## src/rtl/lcd_cmd_sched_if.sv

```systemverilog
// Interface bundling the host push channel and the LCD_CTRL command channel
// for lcd_cmd_sched. The scheduler uses the master modport. The host and
// LCD_CTRL side uses the slave modport.
interface lcd_cmd_sched_if #(
  parameter int DEPTH = 8
);
  localparam int CNT_W = $clog2(DEPTH) + 1;

  logic             push_valid;
  logic [3:0]       push_cmd;
  logic             push_ready;
  logic             push_illegal;
  logic [CNT_W-1:0] fifo_count;
  logic [3:0]       lcd_cmd;
  logic             lcd_cmd_valid;
  logic             lcd_busy;
  logic             lcd_done;
  logic             finished;
  logic             timeout_err;

  modport master (
    input  push_valid, push_cmd, lcd_busy, lcd_done,
    output push_ready, push_illegal, fifo_count, lcd_cmd, lcd_cmd_valid,
           finished, timeout_err
  );

  modport slave (
    output push_valid, push_cmd, lcd_busy, lcd_done,
    input  push_ready, push_illegal, fifo_count, lcd_cmd, lcd_cmd_valid,
           finished, timeout_err
  );
endinterface

```

## src/rtl/lcd_cmd_sched.sv

```systemverilog
// lcd_cmd_sched: host-side command scheduler for LCD_CTRL.
// Buffers 4-bit commands in a circular FIFO. It issues one command per LCD_CTRL
// busy window, and only while LCD_CTRL is idle. It stops for good once the
// write command (0) has been followed by lcd_done.
// Optional feature: define LCD_SCHED_TIMEOUT_EN to add a watchdog. The
// watchdog counts cycles spent in WAIT or FINISH. After TO_CYCLES cycles it
// sets timeout_err and forces the FSM into DONE.
module lcd_cmd_sched #(
  parameter int DEPTH     = 8,
  parameter int TO_CYCLES = 255
) (
  input  logic              clk,
  input  logic              reset,
  lcd_cmd_sched_if.master   bus
);
  localparam int AW = $clog2(DEPTH);
  localparam int CW = AW + 1;

  if (DEPTH < 2 || (DEPTH & (DEPTH - 1)) != 0 || TO_CYCLES < 2) begin : g_param_check
    $error("lcd_cmd_sched: DEPTH must be a power of 2 >= 2 and TO_CYCLES >= 2");
  end

  typedef enum logic [2:0] {
    IDLE   = 3'd0,
    ISSUE  = 3'd1,
    GUARD  = 3'd2,
    WAIT   = 3'd3,
    FINISH = 3'd4,
    DONE   = 3'd5
  } state_t;

  state_t        state, state_next;
  logic [3:0]    mem [DEPTH];
  logic [AW-1:0] wr_ptr, rd_ptr;
  logic [CW-1:0] count;
  logic          full, ready, push_acc, push_ok, pop;
  logic          timeout_hit;
  logic          cmd_valid_c;
  logic [3:0]    lcd_cmd_q;
  logic          push_illegal_q, finished_q, timeout_err_q;

  // ready is forced low during reset and once the FSM reaches DONE.
  // DONE freezes the FIFO.
  assign full     = (count == CW'(DEPTH));
  assign ready    = !reset && (state != DONE) && !full;
  assign push_acc = bus.push_valid && ready;
  // Codes C-F are accepted, so the host never stalls on them, but they are not stored.
  assign push_ok  = push_acc && (bus.push_cmd <= 4'hB);
  assign pop      = (state == IDLE) && !bus.lcd_busy && (count != '0);

`ifdef LCD_SCHED_TIMEOUT_EN
  localparam int TW = $clog2(TO_CYCLES + 1);
  logic [TW-1:0] to_cnt;

  assign timeout_hit = ((state == WAIT) || (state == FINISH)) &&
                       (to_cnt == TW'(TO_CYCLES - 1));

  // Watchdog counter: restarts on every state change and advances while in WAIT or FINISH.
  always_ff @(posedge clk or posedge reset) begin
    if (reset) begin
      to_cnt <= '0;
    end else if (state_next != state) begin
      to_cnt <= '0;
    end else if ((state == WAIT) || (state == FINISH)) begin
      to_cnt <= to_cnt + TW'(1);
    end
  end
`else
  assign timeout_hit = 1'b0;
`endif

  // Next-state and command strobe. The strobe is a pure decode of ISSUE, so it lasts exactly one cycle.
  always_comb begin
    state_next  = state;
    cmd_valid_c = 1'b0;
    unique case (state)
      IDLE:    if (pop) state_next = ISSUE;
      ISSUE: begin
        cmd_valid_c = 1'b1;
        state_next  = (lcd_cmd_q == 4'h0) ? FINISH : GUARD;
      end
      GUARD:   state_next = WAIT;
      WAIT:    if (!bus.lcd_busy) state_next = IDLE;
      FINISH:  if (bus.lcd_done) state_next = DONE;
      DONE:    state_next = DONE;
      default: state_next = IDLE;
    endcase
    if (timeout_hit) state_next = DONE;
  end

  // FIFO storage holds data only, so it has no reset. Stale entries are unreachable behind the pointers.
  always_ff @(posedge clk) begin
    if (push_ok) mem[wr_ptr] <= bus.push_cmd;
  end

  // Control state: FSM, FIFO pointers and count, issued command, and sticky flags.
  always_ff @(posedge clk or posedge reset) begin
    if (reset) begin
      state          <= IDLE;
      wr_ptr         <= '0;
      rd_ptr         <= '0;
      count          <= '0;
      lcd_cmd_q      <= 4'h0;
      push_illegal_q <= 1'b0;
      finished_q     <= 1'b0;
      timeout_err_q  <= 1'b0;
    end else begin
      state <= state_next;
      if (push_ok) wr_ptr <= wr_ptr + AW'(1);
      if (pop) begin
        rd_ptr    <= rd_ptr + AW'(1);
        lcd_cmd_q <= mem[rd_ptr];
      end
      unique case ({push_ok, pop})
        2'b10:   count <= count + CW'(1);
        2'b01:   count <= count - CW'(1);
        default: count <= count;
      endcase
      push_illegal_q <= push_acc && (bus.push_cmd > 4'hB);
      if ((state == FINISH) && bus.lcd_done && !timeout_hit) finished_q <= 1'b1;
      if (timeout_hit) timeout_err_q <= 1'b1;
    end
  end

  assign bus.push_ready    = ready;
  assign bus.push_illegal  = push_illegal_q;
  assign bus.fifo_count    = count;
  assign bus.lcd_cmd       = lcd_cmd_q;
  assign bus.lcd_cmd_valid = cmd_valid_c;
  assign bus.finished      = finished_q;
  assign bus.timeout_err   = timeout_err_q;
endmodule

```

## src/flat_wrapper.sv

```systemverilog
// flat-port wrapper written by rule: the top's interface ports become plain ports
module lcd_cmd_sched_flat 
#(
  parameter int DEPTH     = 8,
  parameter int TO_CYCLES = 255
)
  (clk, reset, bus_push_valid, bus_push_cmd, bus_lcd_busy, bus_lcd_done, bus_push_ready, bus_push_illegal, bus_fifo_count, bus_lcd_cmd, bus_lcd_cmd_valid, bus_finished, bus_timeout_err);
  lcd_cmd_sched_if #(.DEPTH(DEPTH)) bus_i ();
  input  logic clk;
  input  logic reset;
  input wire logic [$bits(bus_i.push_valid)-1:0] bus_push_valid;
  input wire logic [$bits(bus_i.push_cmd)-1:0] bus_push_cmd;
  input wire logic [$bits(bus_i.lcd_busy)-1:0] bus_lcd_busy;
  input wire logic [$bits(bus_i.lcd_done)-1:0] bus_lcd_done;
  output wire logic [$bits(bus_i.push_ready)-1:0] bus_push_ready;
  output wire logic [$bits(bus_i.push_illegal)-1:0] bus_push_illegal;
  output wire logic [$bits(bus_i.fifo_count)-1:0] bus_fifo_count;
  output wire logic [$bits(bus_i.lcd_cmd)-1:0] bus_lcd_cmd;
  output wire logic [$bits(bus_i.lcd_cmd_valid)-1:0] bus_lcd_cmd_valid;
  output wire logic [$bits(bus_i.finished)-1:0] bus_finished;
  output wire logic [$bits(bus_i.timeout_err)-1:0] bus_timeout_err;
  assign bus_i.push_valid = bus_push_valid;
  assign bus_i.push_cmd = bus_push_cmd;
  assign bus_i.lcd_busy = bus_lcd_busy;
  assign bus_i.lcd_done = bus_lcd_done;
  assign bus_push_ready = bus_i.push_ready;
  assign bus_push_illegal = bus_i.push_illegal;
  assign bus_fifo_count = bus_i.fifo_count;
  assign bus_lcd_cmd = bus_i.lcd_cmd;
  assign bus_lcd_cmd_valid = bus_i.lcd_cmd_valid;
  assign bus_finished = bus_i.finished;
  assign bus_timeout_err = bus_i.timeout_err;
  lcd_cmd_sched #(.DEPTH(DEPTH), .TO_CYCLES(TO_CYCLES)) u_core (.clk(clk), .reset(reset), .bus(bus_i));
endmodule
```

## config.mk

```make
export PLATFORM = sky130hd
export DESIGN_NAME = lcd_cmd_sched_flat
export DESIGN_NICKNAME = d
export VERILOG_FILES = /design/src/rtl/lcd_cmd_sched_if.sv /design/src/rtl/lcd_cmd_sched.sv /design/src/flat_wrapper.sv
export SDC_FILE = /design/constraint.sdc
export NUM_CORES = 1
export LEC_CHECK = 0
export ABC_AREA = 1
export CAP_MARGIN = 20
export CORE_AREA = 4 4 104 106
export CTS_CLUSTER_DIAMETER = 200
export DETAILED_ROUTE_END_ITERATION = 7
export DIE_AREA = 0 0 108 110
export GPL_ROUTABILITY_DRIVEN = 1
export PLACE_DENSITY = 0.47
export REMOVE_ABC_BUFFERS = 1
export SLEW_MARGIN = 30
export SYNTH_ARGS = -nofsm -noshare
export SYNTH_HDL_FRONTEND = slang
export SYNTH_SLANG_ARGS = --single-unit
```

## constraint.sdc

```tcl
create_clock -name clk -period 3.3 [get_ports clk]
set_clock_uncertainty 0.05 [all_clocks]
set_input_delay 0.99 -clock clk [delete_from_list [all_inputs] [get_ports clk]]
set_output_delay 0.99 -clock clk [all_outputs]
set_load 0.02 [all_outputs]
```

==> results of run 1 <==
[metal layers]
metal / vias up / track usage [%]
met5: - / 0
met4: 0 / 4.06
met3: 11 / 1.92
met2: 29 / 14.4
met1: 793 / 12.2
li1: 858 / -
[Yosys cell counts, types with 4 or more instances]
library cell  count
nor2_1           44
nand2_1          42
edfxtp_1         32
nand3_1          20
dfrtp_1          19
inv_1            12
o21ai_0          10
o21ai_1           9
nor2_2            7
ha_1              5
inv_2             4
nand2_2           4
[metrics by stage]
stage | total power (uW) | cells
floorplan | 1660 | 232
global placement | 2010 | 392
detailed placement | 2020 | 392
CTS | 2400 | 400
global route | 2570 | 400
finish | 2380 | 400
[registers in the layout (all words and copies together) (netlist names)]
register and flops:
u_core.mem 32, u_core.bus.fifo_count 4, u_core.bus.lcd_cmd 4, u_core.rd_ptr 3, u_core.state 3, u_core.wr_ptr 3
u_core.bus.finished 1, u_core.bus.push_illegal 1
[power by group]
part | total [uW] | switching (uW) | internal, uW
logic | 1010 | 611 | 402
clock network | 384 | 232 | 152
registers | 979 | 170 | 809
[path summary, 6_finish.rpt]
path,cells past startpoint,end,startpoint,slack [ps]
worst min register to register,1,u_core.bus.finished,u_core.bus.finished,440
worst min-delay path,1,u_core.bus.finished,u_core.bus.finished,440
worst max register to register,15,u_core.bus.fifo_count[2],u_core.bus.fifo_count[2],1050
worst max-delay path,5,bus_push_ready,reset,230
max in group asynchronous,3,u_core.wr_ptr[2],reset,1990
min in group asynchronous,3,u_core.state[0],reset,990
[what timing repair did]
| item | CTS | global route |
|---|---|---|
| endpoints found under the setup margin | 1 | 0 |
| setup buffers | 0 | 0 |
| gates resized for setup | 1 | 0 |
[logic make-up (layout without fill, tap and decap cells)]
family | Yosys count | count (layout) | synth area share (%)
AOI/OAI and AO/OA | 26 | 26 | 6.34
xor gates and xnor gates | 4 | 4 | 1.46
adders and majority gates | 5 | 5 | 2.60
buffers and inverters | 25 | 54 | 4.73
DFF | 51 | 51 | 59.7
other | 1 | 1 | 0.156
and+or+nand+nor | 126 | 126 | 25.0
[worst max-delay path, cell delays in order]
cell and delay (ps):
clkdlybuf4s50_1 480, clkinv_2 80, o21ai_4 100, nor2_8 60, dlygate4sd2_1 320
[area by class of cell]
type | instances | area (um2)
Timing Repair Buffer | 27 | 251
Sequential cell | 51 | 1440
Clock inverter | 3 | 23.8
Multi-Input combinational cell | 162 | 856
Fill cell | 1025 | 6890
Inverter | 19 | 77.6
Tap cell | 133 | 166
Clock buffer | 5 | 68.8
==> results.toml, run 1 <==
[grt]
grt_max_degree = 20
overflow = 0
antenna_found_initial = 0
grt_pass1_vias = 1613
grtUsageTotal_pct = 9.16
grt_pass1_wl_um = 8400

[placement]
dp_hpwl_um = 3680
numPortBuffers = 20
dpl_worst_slack_ps = -33.0
placed_cell_area_um2 = 2790
routabilityCongestion = 0.787

[timing]
final_max_slew_viol_count = 0
rsz0062_at_grt = "false"
hold_violations = 0
max_freq_mhz = 326
tns_ps = 0
finalSetupViolCount = 0
final.setup.worst_slack_ps = 233
fin_crit_ps = 3070
fin_crit_sh_pct = 92.9
whs_ps = 438

[synth]
synth-seq-area-share_pct = 59.7
yosysWarnings = 0
synth_cell_types = 33
async_flop_share_pct = 37.3
synth_top_area_cell = "edfxtp_1"
synth_edf_count = 32
ys.flop_type = "edfxtp_1"
synth_area_leaders = "edfxtp_1 40%, dfrtp_1 20%, nor2_1 6.9%"
avgSynthCellArea_um2 = 10.1
ys_ff_latch = 51
yosysTopAreaCellShare_pct = 39.9
synthesis.area_um2 = 2410
synthCells = 238

[cells_and_area]
layout_commonest_cell = "nor2_1"
nNetsFinal = 280
fin_area_um2 = 2880
drive_gt1_share_pct = 14.6
area_delta_synth_final_pct = 19.7
layout_common_cells = "44 x nor2_1, 42 x nand2_1, 32 x edfxtp_1, 20 x nand3_1"
diodes = 0
final_util_pct = 29.5

[cts]
cts.path.max_buffers = 2
cts.sinks = 51
cts-root-buf = "clkbuf_8"
tritoncts = "built"
htreeDepth = 2
clk_latency_ps = 320
numCtsBuffers = 5
ctsHoldBuffers = 0
clk_pin_slew_worst_paths_ps = 100

[detailed_routing]
top_layer = "met4"
viasPerCell = 4.23
vias = 1691
m1WireLength_um = 2510
wl_um = 5150
met2WireLength_um = 2330
remaining_drc_errors = 0
wl_met3_um = 167
postRouteAntennaNets = 0
wl_per_cell_um = 12.9
drt_iter0_drc = 66
first_pass_iters = 4

[die]
fp.dieH_um = 110
rows = 36
core_um2 = 9770
die_w_um = 108
io_pins = 22
die_area_um2 = 11900
initial_core_util_pct = 24.6

[setup_path]
cp_max_fo = 2
startpoint_type = "input pin"
cp.arrival_ps = 2030
end_kind = "output port"
crit_type = "input pin to output port"
cp.required_ps = 2260

[run]
max_cap_violations = 0

[power]
p_per_area_nw_per_um2 = 825
leakage_uw = 0.00112
irDropWorstVdd_uv = 242

[outcome]
status = "completed"

[worst_hold_path]
hold_class = "flop to flop"
No activity file was read; power rests on OpenSTA's default activity.
==> run 2, diff against run 1 <==
--- a/config.mk
+++ b/config.mk
@@ -6,12 +6,13 @@
 export NUM_CORES = 1
 export LEC_CHECK = 0
 export ABC_AREA = 1
+export ABC_CLOCK_PERIOD_IN_PS = 3300
 export CAP_MARGIN = 20
 export CORE_AREA = 4 4 104 106
 export CTS_CLUSTER_DIAMETER = 200
 export DETAILED_ROUTE_END_ITERATION = 7
 export DIE_AREA = 0 0 108 110
-export GPL_ROUTABILITY_DRIVEN = 1
+export GPL_ROUTABILITY_DRIVEN = 0
 export PLACE_DENSITY = 0.47
 export REMOVE_ABC_BUFFERS = 1
 export SLEW_MARGIN = 30
==> results of run 2 <==
Same layout as run 1: the final DEF is identical, and so are final timing and power.
==> run 3, diff against run 2 <==
--- a/config.mk
+++ b/config.mk
@@ -6,14 +6,14 @@
 export NUM_CORES = 1
 export LEC_CHECK = 0
 export ABC_AREA = 1
-export ABC_CLOCK_PERIOD_IN_PS = 3300
+export ABC_CLOCK_PERIOD_IN_PS = 3580
 export CAP_MARGIN = 20
-export CORE_AREA = 4 4 104 106
+export CORE_AREA = 4 4 95 115
 export CTS_CLUSTER_DIAMETER = 200
 export DETAILED_ROUTE_END_ITERATION = 7
-export DIE_AREA = 0 0 108 110
+export DIE_AREA = 0 0 99 119
 export GPL_ROUTABILITY_DRIVEN = 0
-export PLACE_DENSITY = 0.47
+export PLACE_DENSITY = 0.48
 export REMOVE_ABC_BUFFERS = 1
 export SLEW_MARGIN = 30
 export SYNTH_ARGS = -nofsm -noshare
==> constraint.sdc (replaced) <==
create_clock -name clk -period 3.58 [get_ports clk]
set_clock_uncertainty 0.05 [all_clocks]
set_input_delay 1.074 -clock clk [delete_from_list [all_inputs] [get_ports clk]]
set_output_delay 1.074 -clock clk [all_outputs]
set_load 0.02 [all_outputs]
==> run 3 against run 2 <==
Final area up 1.5%. Hold slack worse by 12 ps. Sequential cell count unchanged. Sequential share of layout area down 0.73 points. Via count down 1.5%. Setup slack worse by 150 ps. Critical path type unchanged. Largest power group is now registers.
==> results.toml, run 3 (synthesis results as in run 1) <==
[power]
internal_power_uw = 1440
totalPowerFinal_uw = 2370
swShare_pct = 39.1
clockPowerShare_pct = 23.3
p_sw_uw = 926
irDropWorstVdd_uv = 220
combPwrFrac_pct = 37.2
p_per_area_nw_per_um2 = 811
seq_power_share_pct = 39.6
leakage_uw = 0.00114

[cells_and_area]
layout_common_cells = "44 x nor2_1, 42 x nand2_1, 32 x edfxtp_1, 20 x nand3_1, 20 x clkdlybuf4s50_1"
diodes = 0
nNetsFinal = 276
area_delta_synth_final_pct = 21.5
final_util_pct = 29.6
fill_cells = 1025
drive_gt1_share_pct = 13.3
largest_reg_flops = 32
layout_commonest_cell = "nor2_1"
top_register = "u_core.mem"
final_cells = 389

[timing]
final_max_slew_viol_count = 0
whs_ps = 426
tns_ps = 0
hold_violations = 0
relSlewSlack_pct = 55.6
tightest_slew_ps = 666
rsz0062_at_grt = "false"
fin_crit_sh_pct = 97.7
max_freq_mhz = 286
finalSetupViolCount = 0
fin_crit_ps = 3500

[die]
initial_core_util_pct = 24.4
core_um2 = 9860
die_w_um = 99
io_pins = 22
die_area_um2 = 11800
fp.dieH_um = 119
rows = 40

[cts]
clk_pin_slew_worst_paths_ps = 70
tritoncts = "built"
htreeDepth = 2
cts_resized = 0
numCtsBuffers = 5
ctsHoldBuffers = 0
clk_latency_ps = 290
cts_setup_buffers = 0
cts.path.max_buffers = 2
cts-root-buf = "clkbuf_16"
cts.sinks = 51

[setup_path]
startpoint_type = "input pin"
cp.arrival_ps = 2380
cp_max_fo = 2
ff2ff_path_depth = 15
end_kind = "output port"
crit_type = "input pin to output port"
cp.required_ps = 2460

[detailed_routing]
top_layer = "met4"
viasPerCell = 4.28
drt_iter0_drc = 68
m1WireLength_um = 2230
met2WireLength_um = 2680
first_pass_iters = 4
postRouteAntennaNets = 0
remaining_drc_errors = 0
wl_met3_um = 169
vias = 1665
wl_um = 5170
wl_per_cell_um = 13.3

[grt]
grtUsageTotal_pct = 9.30
grt_pass1_wl_um = 8650
grt_max_degree = 20
antenna_found_initial = 0
overflow = 0
grt_pass1_vias = 1691

[outcome]
status = "completed"

[placement]
post-place-cells = 381
dp_hpwl_um = 3710
numPortBuffers = 20

[worst_hold_path]
hold_class = "flop to flop"
hold_depth = 1

[run]
max_cap_violations = 0
## run 3: cell types whose count changed in the layout (fill, tap and decap cells not counted), moves of 2 or more
cell	change
clkbuf_8	-5
clkbuf_16	+5
buf_4	-4
clkinvlp_4	-2
## run 3: power groups by stage
stage               logic [uW]  registers [uW]  clock network (uW)
finish                     880             937                 552
global placement           889             949                   0
floorplan                  573             953                   0
detailed placement         897             954                   0
global route              1010             968                 585
CTS                        901             942                 566
## run 3: worst max-delay path: stages
cell             delay [ps]
clkdlybuf4s50_1         410
clkinv_2                 70
o21ai_4                  70
nor2_8                  120
clkdlybuf4s50_1         620
## run 3: layout make-up
class / count / area (um2) / area share [%]
clock inverter: 3 / 47.5 / 1.63
inverter: 19 / 77.6 / 2.65
timing repair buffer: 23 / 223 / 7.62
multi-input combinational: 162 / 856 / 29.3
sequential: 51 / 1440 / 49.1
clock buffer: 5 / 125 / 4.28
tap: 126 / 158 / 5.39
## run 3: worst paths after layout
path                       slack, ps                startpoint                       end
hold reg to reg                  430       u_core.bus.finished       u_core.bus.finished
setup reg to reg                1380  u_core.bus.fifo_count[2]  u_core.bus.fifo_count[2]
setup / recovery                  80                     reset            bus_push_ready
min in group asynchronous       1110                     reset       u_core.bus.finished
hold / removal                   430       u_core.bus.finished       u_core.bus.finished
max in group asynchronous       2150                     reset          u_core.wr_ptr[0]
## run 3: metrics by stage
stage,setup WS (ps),cell area (um2)
CTS,65.0,2920
global route,26.6,2920
floorplan,724,2370
detailed placement,70.5,2750
finish,80.6,2920
global placement,68.7,2750
## run 3: layer usage
layer	vias to the layer above	GRT usage, %
met1	786	11.2
li1	847	-
met4	0	3.76
met3	5	1.70
met5	-	0
met2	27	16.1
